## src/rtl/ber_snapshot_pkg.sv

```systemverilog
`default_nettype none
// ------------------------------------------------------------------
// ber_snapshot_pkg : widths, FSM encodings and readout address map
// Revision: 1.0
// ------------------------------------------------------------------
package ber_snapshot_pkg;

    localparam int NB_COUNT = 64;
    localparam int NB_WORD  = 32;
    localparam int NB_ADDR  = 3;
    localparam int NB_STATE = 2;

    typedef logic [NB_STATE-1:0] state_t;

    localparam state_t ST_IDLE    = 2'd0;
    localparam state_t ST_CAPTURE = 2'd1;
    localparam state_t ST_READY   = 2'd2;

    localparam logic [NB_ADDR-1:0] ADDR_ERR_R_LO = 3'd0;
    localparam logic [NB_ADDR-1:0] ADDR_ERR_R_HI = 3'd1;
    localparam logic [NB_ADDR-1:0] ADDR_ERR_I_LO = 3'd2;
    localparam logic [NB_ADDR-1:0] ADDR_ERR_I_HI = 3'd3;
    localparam logic [NB_ADDR-1:0] ADDR_BIT_R_LO = 3'd4;
    localparam logic [NB_ADDR-1:0] ADDR_BIT_R_HI = 3'd5;
    localparam logic [NB_ADDR-1:0] ADDR_BIT_I_LO = 3'd6;
    localparam logic [NB_ADDR-1:0] ADDR_BIT_I_HI = 3'd7;

endpackage
`default_nettype wire

```

## src/rtl/ber_snapshot_edge_detect.sv

```systemverilog
`default_nettype none
// ------------------------------------------------------------------
// edge_detect : 1-bit rising-edge detector with configurable reset value
// Revision: 1.0
// ------------------------------------------------------------------
module edge_detect #(
    parameter logic RST_VAL = 1'b0
) (
    input  logic clk,
    input  logic rst,
    input  logic d_i,
    output logic rise_o
);

    logic prev_q;

    always_ff @(posedge clk or negedge rst) begin
        if (!rst) begin
            prev_q <= RST_VAL;
        end else begin
            prev_q <= d_i;
        end
    end

    assign rise_o = d_i & ~prev_q;

endmodule
`default_nettype wire

```

## src/rtl/ber_snapshot.sv

```systemverilog
`default_nettype none
// ------------------------------------------------------------------
// ber_snapshot : coherent capture of four BER counters with word readout
// Revision: 1.0
// ------------------------------------------------------------------
module ber_snapshot
    import ber_snapshot_pkg::*;
#(
    parameter int NB_COUNT = ber_snapshot_pkg::NB_COUNT,
    parameter int NB_WORD  = ber_snapshot_pkg::NB_WORD,
    parameter int NB_ADDR  = ber_snapshot_pkg::NB_ADDR
) (
    input  logic                clk,
    input  logic                rst,
    input  logic [NB_COUNT-1:0] i_error_count_r,
    input  logic [NB_COUNT-1:0] i_error_count_i,
    input  logic [NB_COUNT-1:0] i_bit_count_r,
    input  logic [NB_COUNT-1:0] i_bit_count_i,
    input  logic                i_snap_req,
    input  logic                i_rd_en,
    input  logic [NB_ADDR-1:0]  i_rd_addr,
    output logic [NB_WORD-1:0]  o_rd_data,
    output logic                o_rd_valid,
    output logic                o_snap_done,
    output logic [7:0]          o_snap_id
);

    state_t                state_q;
    state_t                state_d;
    logic                  snap_rise;
    logic                  capture_en;
    logic [NB_COUNT-1:0]   err_r_q;
    logic [NB_COUNT-1:0]   err_i_q;
    logic [NB_COUNT-1:0]   bit_r_q;
    logic [NB_COUNT-1:0]   bit_i_q;
    logic [2*NB_WORD-1:0]  sel_ext;
    logic [NB_WORD-1:0]    rd_data_q;
    logic [NB_WORD-1:0]    rd_data_d;
    logic                  rd_valid_q;
    logic [7:0]            snap_id_q;

    // Previous-value register resets high so a request held across reset is not an edge
    edge_detect #(
        .RST_VAL (1'b1)
    ) u_req_edge (
        .clk    (clk),
        .rst    (rst),
        .d_i    (i_snap_req),
        .rise_o (snap_rise)
    );

    always_ff @(posedge clk or negedge rst) begin
        if (!rst) begin
            state_q <= ST_IDLE;
        end else begin
            state_q <= state_d;
        end
    end

    always_comb begin
        state_d = state_q;
        case (state_q)
            ST_IDLE:    if (snap_rise) state_d = ST_CAPTURE;
            ST_CAPTURE: state_d = ST_READY;
            ST_READY:   if (!i_snap_req) state_d = ST_IDLE;
            default:    state_d = ST_IDLE;
        endcase
    end

    always_comb begin
        capture_en  = (state_q == ST_CAPTURE);
        o_snap_done = (state_q == ST_READY);
    end

    always_ff @(posedge clk or negedge rst) begin
        if (!rst) begin
            err_r_q   <= '0;
            err_i_q   <= '0;
            bit_r_q   <= '0;
            bit_i_q   <= '0;
            snap_id_q <= '0;
        end else if (capture_en) begin
            err_r_q   <= i_error_count_r;
            err_i_q   <= i_error_count_i;
            bit_r_q   <= i_bit_count_r;
            bit_i_q   <= i_bit_count_i;
            snap_id_q <= snap_id_q + 8'd1;
        end
    end

    // Reads see the shadow as it was before this edge, even on a capture edge
    always_comb begin
        sel_ext = '0;
        case (i_rd_addr)
            ADDR_ERR_R_LO, ADDR_ERR_R_HI: sel_ext[NB_COUNT-1:0] = err_r_q;
            ADDR_ERR_I_LO, ADDR_ERR_I_HI: sel_ext[NB_COUNT-1:0] = err_i_q;
            ADDR_BIT_R_LO, ADDR_BIT_R_HI: sel_ext[NB_COUNT-1:0] = bit_r_q;
            ADDR_BIT_I_LO, ADDR_BIT_I_HI: sel_ext[NB_COUNT-1:0] = bit_i_q;
            default:                      sel_ext = '0;
        endcase
        rd_data_d = rd_data_q;
        if (i_rd_en) begin
            rd_data_d = i_rd_addr[0] ? sel_ext[2*NB_WORD-1:NB_WORD] : sel_ext[NB_WORD-1:0];
        end
    end

    always_ff @(posedge clk or negedge rst) begin
        if (!rst) begin
            rd_data_q  <= '0;
            rd_valid_q <= 1'b0;
        end else begin
            rd_data_q  <= rd_data_d;
            rd_valid_q <= i_rd_en;
        end
    end

    assign o_rd_data  = rd_data_q;
    assign o_rd_valid = rd_valid_q;
    assign o_snap_id  = snap_id_q;

endmodule
`default_nettype wire

```

## config.mk

```make
export PLATFORM = sky130hd
export DESIGN_NAME = ber_snapshot
export DESIGN_NICKNAME = d
export VERILOG_FILES = /design/src/rtl/ber_snapshot_pkg.sv /design/src/rtl/ber_snapshot_edge_detect.sv /design/src/rtl/ber_snapshot.sv
export SDC_FILE = /design/constraint.sdc
export NUM_CORES = 1
export LEC_CHECK = 0
export CAP_MARGIN = 20
export CORE_ASPECT_RATIO = 1.25
export CORE_MARGIN = 5
export CORE_UTILIZATION = 51
export DETAILED_ROUTE_END_ITERATION = 8
export PLACE_DENSITY = 0.8
export REMOVE_ABC_BUFFERS = 1
export SLEW_MARGIN = 20
export SYNTH_ARGS = -nofsm -noshare
export SYNTH_HDL_FRONTEND = slang
export SYNTH_SLANG_ARGS = --single-unit
```

## constraint.sdc

```tcl
create_clock -name clk -period 1.94 [get_ports clk]
set_input_delay 0.388 -clock clk [delete_from_list [all_inputs] [get_ports clk]]
set_output_delay 0.388 -clock clk [all_outputs]
set_load 0.005 [all_outputs]
```

After elaboration in Yosys (flattened, before gate mapping)

Index checks and enable logic that the tools add are counted.

Add/sub/neg operators: 1
Multiplexer cells: 5
Bitwise operators: 2
Eq/ne operators: 11
Reduce and logical (&&, ||, !) cells: 7

Operator list:

| operator                                                               | number |
|---|---|
| 64-bit case mux with 4 select lines                                    | 1 |
| 32-bit two-way mux                                                     | 1 |
| 3-bit equality test (second input constant)                            | 4 |
| 8-bit by 1-bit adder with 8-bit output (second input constant)         | 1 |
| 2-bit OR reduction                                                     | 4 |
| 3-bit by 2-bit equality test with 1-bit output (second input constant) | 2 |
| 2-bit case mux with 3 select lines                                     | 1 |
| 2-bit two-way mux                                                      | 2 |
| 2-bit != test (second input constant)                                  | 2 |
| 3-bit by 1-bit equality test with 1-bit output (second input constant) | 1 |
| 3-bit zero test                                                        | 1 |
| 2-bit by 1-bit equality test with 1-bit output (second input constant) | 1 |
| 2-bit equality test (second input constant)                            | 1 |
| 2-bit zero test                                                        | 1 |
| 2-bit AND reduction                                                    | 1 |
| 1-bit AND                                                              | 1 |
| 1-bit NOT                                                              | 1 |

Output and inout port bits: 42
Bits of input ports: 263
Bits in registers: 300
Logic and storage cells: 35

Depth between registers and ports, before layout

Gate-level depths: netlist of run 1.

Word-level depth: 4
Depth in mapped cells: 6
Depth with buffers taken out: 3

Hierarchy

Synthesis of run 1 repeated with hierarchy kept, for this count alone.

Cells, all modules: 938
Area total of the unflattened synthesis: 14,094.8 um^2

By module, submodules not included:

| module       | cells each | instances | sequential area each (um^2) | area an instance (um^2) |
|---|---|---|---|---|
| ber_snapshot | 936        | 1         | 7,482.2                     | 14,054.7 |
| edge_detect  | 2          | 1         | 26.3                        | 40.0 |

Worst setup path after synthesis of run 1

Ideal clock, no wire load.

Path type: reg2reg
From: reg state_q[1]
To: reg bit_i_q[50]
Clock period less this slack: 1.401 ns
Cell stages (with the launch flop): 6
Path slack: 0.539 ns
Buffers on the path: 3
Data required time: 1.815 ns
Library setup time: 0.125 ns
Data arrival time: 1.276 ns
Path through: dfrtp_1 > nor2b_1 > buf_6 > buf_6 > buf_6 > mux2_2

Cells in the longest elaborated chain, start to end: 1

Ends and longest elaborated chain:

| item                                           | RTL line           | source |
|---|---|---|
| from (decl)                                    | ber_snapshot.sv:28 | `state_t state_q;` |
| from (signal assigned)                         | ber_snapshot.sv:56 | `state_q <= state_d;` |
| 2-bit by 1-bit equality test with 1-bit output | ber_snapshot.sv:71 | `capture_en = (state_q == ST_CAPTURE);` |
| to (signal assigned)                           | ber_snapshot.sv:86 | `bit_i_q <= i_bit_count_i;` |
| to (decl)                                      | ber_snapshot.sv:35 | `logic [NB_COUNT-1:0] bit_i_q;` |

No other way between the ends.
A chain may end at the register's enable or synchronous reset.

Worst setup path in the final report of run 1

From: reg snap_id_q[1], in the netlist o_snap_id[1]
To: out o_snap_id[1]

RTL lines:

| item                   | RTL line           | source |
|---|---|---|
| from (decl)            | ber_snapshot.sv:40 | `logic [7:0] snap_id_q;` |
| from (signal assigned) | ber_snapshot.sv:87 | `snap_id_q <= snap_id_q + 8'd1;` |
| to (decl)              | ber_snapshot.sv:25 | `output logic [7:0] o_snap_id` |

No word-level cell between the ends.

==> impl_metrics.yaml, run 1 <==
yosys:
  ys.flop_type: "dfrtp_1"
  syn_area_per_cell_um2: 14.31
  synth-edff-count: 0
  yosysMostFrequentCell: "dfrtp_1"
  yosysTopAreaCellShare_pct: 55.75
  synthArstFlopShare_pct: 100.0
  synth_top_cell_by_area: "dfrtp_1"
  syn_inst: 938
  yosysSeqAreaShare_pct: 55.94
  yosys-top-cells-count: "299 x dfrtp_1, 210 x mux2_2, 128 x mux2i_1, 47 x mux2_1, 36 x nor2b_1"
  synthesis.area_um2: 13420
  synth_area_leaders: "dfrtp_1 56%, mux2_2 18%, mux2i_1 9.5%"
  synth_seq_cells: 300
  synth.distinct_cells: 26
  yosys_warnings: 0
cells_and_area:
  fill_cells: 1891
  multi_input_area_um2: 5423
  fin_util_pct: 69.17
  area_delta_synth_final_pct: 34.06
  nets: 1516
  seqCellArea_um2: 7510
  final_cells: 1614
  drive_above_1_share_pct: 24.74
route:
  wl_mm: 34.69
  wire_per_inst_um: 21.49
  vias_per_cell: 5.522
  dr.pass1.iters: 4
  drt-initial-drc-count: 328
  vias: 8913
  drc: 0
  final_antenna_net_count: 0
timing:
  drv_slew: 0
  period_needed_ns: 1.894
  fin_tns_setup_ns: 0
  finalCritPeriodShare_pct: 97.64
  hold_viol: 0
  worstMarginPinSlew_ns: 0.4241
  fmax_mhz: 527.9
  fin_ws_ns: 0.04580
  rsz0062_at_grt: "no"
  finClkSkew_ns: 0.01509
  setup_viol: 0
  slew_headroom_pct: 71.72
worst_setup_path:
  cp_slowest_cell: "clkdlybuf4s50_1"
  crit_type: "flop to output port"
  cp_max_fo: 5
  critPathBufInv: 1
  path_cells: "clkdlybuf4s50_1"
  slowest_delay_ns: 0.54
  critPathLaunchType: "flop"
  worstPathArrival_ns: 1.51
  cp-end-kind: "output port"
  crit_required_ns: 1.55
  path_delay_family: "buffers and inverters"
clocking:
  cts.htree.levels: 1
  root_buffer: "clkbuf_16"
  numCtsBuffers: 30
  clock-sinks: 300
  cts.path.max_buffers: 3
  clock_latency_ns: 0.55
  cts.reportedPaths.clkPinSlew_ns: 0.07
  cts_tree: "yes"
global_routing:
  gr-usage-met3_pct: 4.325
  grt_pass1_wl_mm: 53.52
  grt_pass1_vias: 9920
  grt_max_degree: 66
  antenna_found_initial: 1
  use_met1_pct: 27.29
  grt_usage_pct: 22.94
  met2_usage_pct: 40.79
  top_usage_layer: "met2"
  overflow: 0
outcome:
  status: "complete, no violations"
placed_design:
  dp_cells: 1554
  hpwl_mm: 24.50
  pre_cts_slack_ns: 0.2725
  io_buffer_count: 304
  gp_congestion: 0.7933
power:
  p_leak_uw: 0.007764
  ir_drop_uv: 781.8
  total_power_uw: 20270
  p_per_area_nw_per_um2: 1127
run:
  drv_cap: 0
die:
  die_w_um: 155.1
  core_um2: 26010
  start_util_pct: 51.60
  pin_count: 305
  fp.dieArea_um2: 29680
  die_h_um: 191.4
  rows: 66
hold_path:
  hp-class: "primary input to flop"
-- cells in the final DEF, fill, tap and decap left out, types with 2 or more instances in the layout --
cell type / count
buf_12: 18
clkbuf_16: 31
buf_2: 3
nand4_1: 4
buf_4: 28
nand2_1: 34
bufinv_16: 2
nor2b_4: 3
nor2b_1: 32
mux2_1: 47
xnor2_1: 6
clkinv_2: 3
a41o_1: 32
clkbuf_8: 10
dfrtp_1: 298
clkdlybuf4s50_1: 298
clkbuf_1: 6
mux2i_1: 128
mux2_2: 210
nand3_1: 32
a22oi_1: 32
-- registers in the layout, indices dropped and copies added (netlist names) --
name / flops
bit_i_q: 64
bit_r_q: 64
err_i_q: 64
err_r_q: 64
o_rd_data: 32
o_rd_valid: 1
o_snap_id: 8
state_q: 2
u_req_edge.prev_q: 1
-- report_power, final --
part	switching, uW	total [uW]	internal [uW]
logic	1730	4870	3140
registers	1130	9490	8370
clock network	2360	5910	3550
total	5210	20300	15100
-- path summary, 6_finish.rpt --
check,cells past startpoint,endpoint,slack [ns],start
hold / removal,1,u_req_edge.prev_q$_DFF_PN1_,0.29,i_snap_req
setup reg to reg,5,bit_r_q[12]$_DFFE_PN0N_,0.21,state_q[1]$_DFFE_PN0P_
setup / recovery,1,o_snap_id[1],0.05,o_snap_id[1]$_DFFE_PN0N_
max in group asynchronous,3,bit_r_q[55]$_DFFE_PN0N_,0.92,rst
hold reg to reg,1,bit_i_q[48]$_DFFE_PN0N_,0.48,bit_i_q[48]$_DFFE_PN0N_
min in group asynchronous,2,bit_i_q[37]$_DFFE_PN0N_,0.34,rst
-- through the flow --
step | area [um^2] | hold WS [ns]
finish | 17990 | 0.2902
global route | 17990 | 0.2671
CTS | 17970 | 0.2444
detailed placement | 16920 | 0.3332
global placement | 16920 | 0.3316
floorplan | 12900 | 0.09241
-- what timing repair did --
item,in CTS,in global routing
gates resized for setup,3,0
endpoints found under the setup margin,2,3
buffers inserted,2,3
cloned,0,0
pin swaps,0,0
hold buffers,1,0
endpoints found under the hold margin,41,0
-- cell families after synthesis --
kind of cell               synth area share, %
buffers and inverters                    3.897
xor gates and xnor gates                0.4568
and+or+nand+nor                          4.326
adders and majority gates              0.09321
AOI/OAI and AO/OA                        4.176
muxes                                    31.11
DFF                                      55.94
-- cell type report --
type,count,share of cell area [%]
clock buffers,47,5.201
multi-input cells,569,30.14
clock inverters,6,0.4659
flip-flops and latches,300,41.74
repair buffers,351,20.08
well taps,340,2.364
diodes,1,0.01391
-- per-layer routing --
| layer | part of all wire, % | wire, um |
|---|---|---|
| met1 | 38 | 13080 |
| met2 | 52 | 18170 |
| met3 | 5.8 | 2012 |
| met4 | 4.1 | 1424 |
| met5 | 0 | 0 |
(Power assumes the default switching activity.)
==> run 2, diff against run 1 <==
Settings changed: CORE_UTILIZATION 51 to 55, PLACE_DENSITY 0.8 to 0.95, REMOVE_ABC_BUFFERS 1 to not set.
Clock period 1.94 ns to 2.2 ns, I/O delays scaled along.
==> impl_metrics.yaml, run 2 (same netlist as run 1, synthesis figures left out) <==
outcome:
  status: "complete, no violations"
timing:
  fin_tns_setup_ns: 0
  drv_slew: 0
  whs_ns: 0.3110
  setup_viol: 0
  slew_headroom_pct: 67.55
  rsz0062_at_grt: "no"
  finalCritPeriodShare_pct: 94.56
  hold_viol: 0
  worstMarginPinSlew_ns: 0.4868
  fmax_mhz: 480.7
  finClkSkew_ns: 0.01257
  period_needed_ns: 2.080
worst_setup_path:
  critPathLaunchType: "flop"
  cp-end-kind: "output port"
  critPathBufInv: 1
  worstPathArrival_ns: 1.64
  path_cells: "nor2b_1 -> clkdlybuf4s50_1"
  slowest_delay_ns: 0.51
  crit_required_ns: 1.76
  cp_max_fo: 5
  cp_slowest_cell: "clkdlybuf4s50_1"
  path_delay_family: "buffers and inverters"
  crit_type: "flop to output port"
clocking:
  clock_latency_ns: 0.54
  cts.path.max_buffers: 3
  clock-sinks: 300
  cts.reportedPaths.clkPinSlew_ns: 0.07
  cts.htree.levels: 1
  root_buffer: "clkbuf_16"
  numCtsBuffers: 29
  cts_tree: "yes"
die:
  die_w_um: 149.7
  rows: 64
  pin_count: 305
  start_util_pct: 55.32
  die_h_um: 184.7
  fp.dieArea_um2: 27650
  core_um2: 24260
global_routing:
  grt_usage_pct: 25.57
  antenna_found_initial: 8
  overflow: 0
  grt_pass1_wl_mm: 55.29
  grt_pass1_vias: 10040
  grt_max_degree: 91
run:
  drv_cap: 0
placed_design:
  dp_cells: 1531
  io_buffer_count: 304
  gp_congestion: 0.8209
  place_area_um2: 16770
  hpwl_mm: 25.01
route:
  final_antenna_net_count: 0
  wl_mm: 36.05
  vias_per_cell: 5.681
  drt-initial-drc-count: 425
  vias: 9027
  drc: 0
  dr.pass1.iters: 4
  wire_per_inst_um: 22.69
power:
  p_per_area_nw_per_um2: 1006
  p_leak_uw: 0.007633
  ir_drop_uv: 688.8
cells_and_area:
  drive_above_1_share_pct: 23.36
  final_cell_mix: "299 x dfrtp_1, 299 x clkdlybuf4s50_1, 210 x mux2_2"
  nets: 1497
  final_cells: 1589
  fin_area_um2: 17770
  area_delta_synth_final_pct: 32.39
hold_path:
  hp-class: "primary input to flop"
yosys:
  synthesis.nets: 1202
==> run 2: layout make-up <==
cell class	count	area, um^2
timing repair buffer	333	3442
clock buffer	38	809.5
fill	1529	6494
multi-input combinational	569	5420
sequential	300	7508
antenna	9	22.52
clock inverter	10	153.9
tap	330	412.9
==> run 2: repair_timing <==
item / in CTS / in global routing
hold buffers: 1 / 0
resized for setup: 0 / 0
setup buffers: 0 / 0
hold endpoints to repair: 44 / 0
setup endpoints to repair: 0 / 0
==> run 2: worst paths after layout <==
kind | start | endpoint | slack [ns] | cells past startpoint
min | i_rd_en | o_rd_valid$_DFF_PN0_ | 0.31 | 2
min reg2reg | bit_i_q[46]$_DFFE_PN0N_ | bit_i_q[46]$_DFFE_PN0N_ | 0.49 | 1
max in group asynchronous | rst | err_r_q[26]$_DFFE_PN0N_ | 1.03 | 3
max | state_q[1]$_DFFE_PN0P_ | o_snap_done | 0.12 | 2
max reg2reg | state_q[0]$_DFFE_PN0P_ | bit_i_q[15]$_DFFE_PN0N_ | 0.47 | 4
min in group asynchronous | rst | bit_r_q[13]$_DFFE_PN0N_ | 0.40 | 2
==> run 2: metrics by stage <==
stage / power, uW / setup WS (ns) / util [%]
floorplan: 10920 / 0.7832 / -
global placement: 12460 / 0.4570 / 69.13
detailed placement: 12800 / 0.4546 / 69.13
CTS: 17980 / 0.09919 / 73.14
global route: 18780 / 0.04621 / 73.23
finish: 17870 / 0.1196 / 73.24
==> run 2: per-layer routing <==
metal	share of wire, %	global-route usage [%]
met1	37	30.85
met2	52	44.46
met3	5.9	4.304
met4	5.1	12.63
met5	0	0
==> run 2: report_power, final <==
part / internal, uW / switching [uW]
registers: 7380 / 1130
clock network: 3030 / 2050
logic: 2710 / 1580
==> run 3, diff against run 2 <==
Settings changed: CTS_CLUSTER_DIAMETER set to 60.
==> results of run 3 <==
Same layout as run 2: the final DEF is identical, and so are final timing and power.
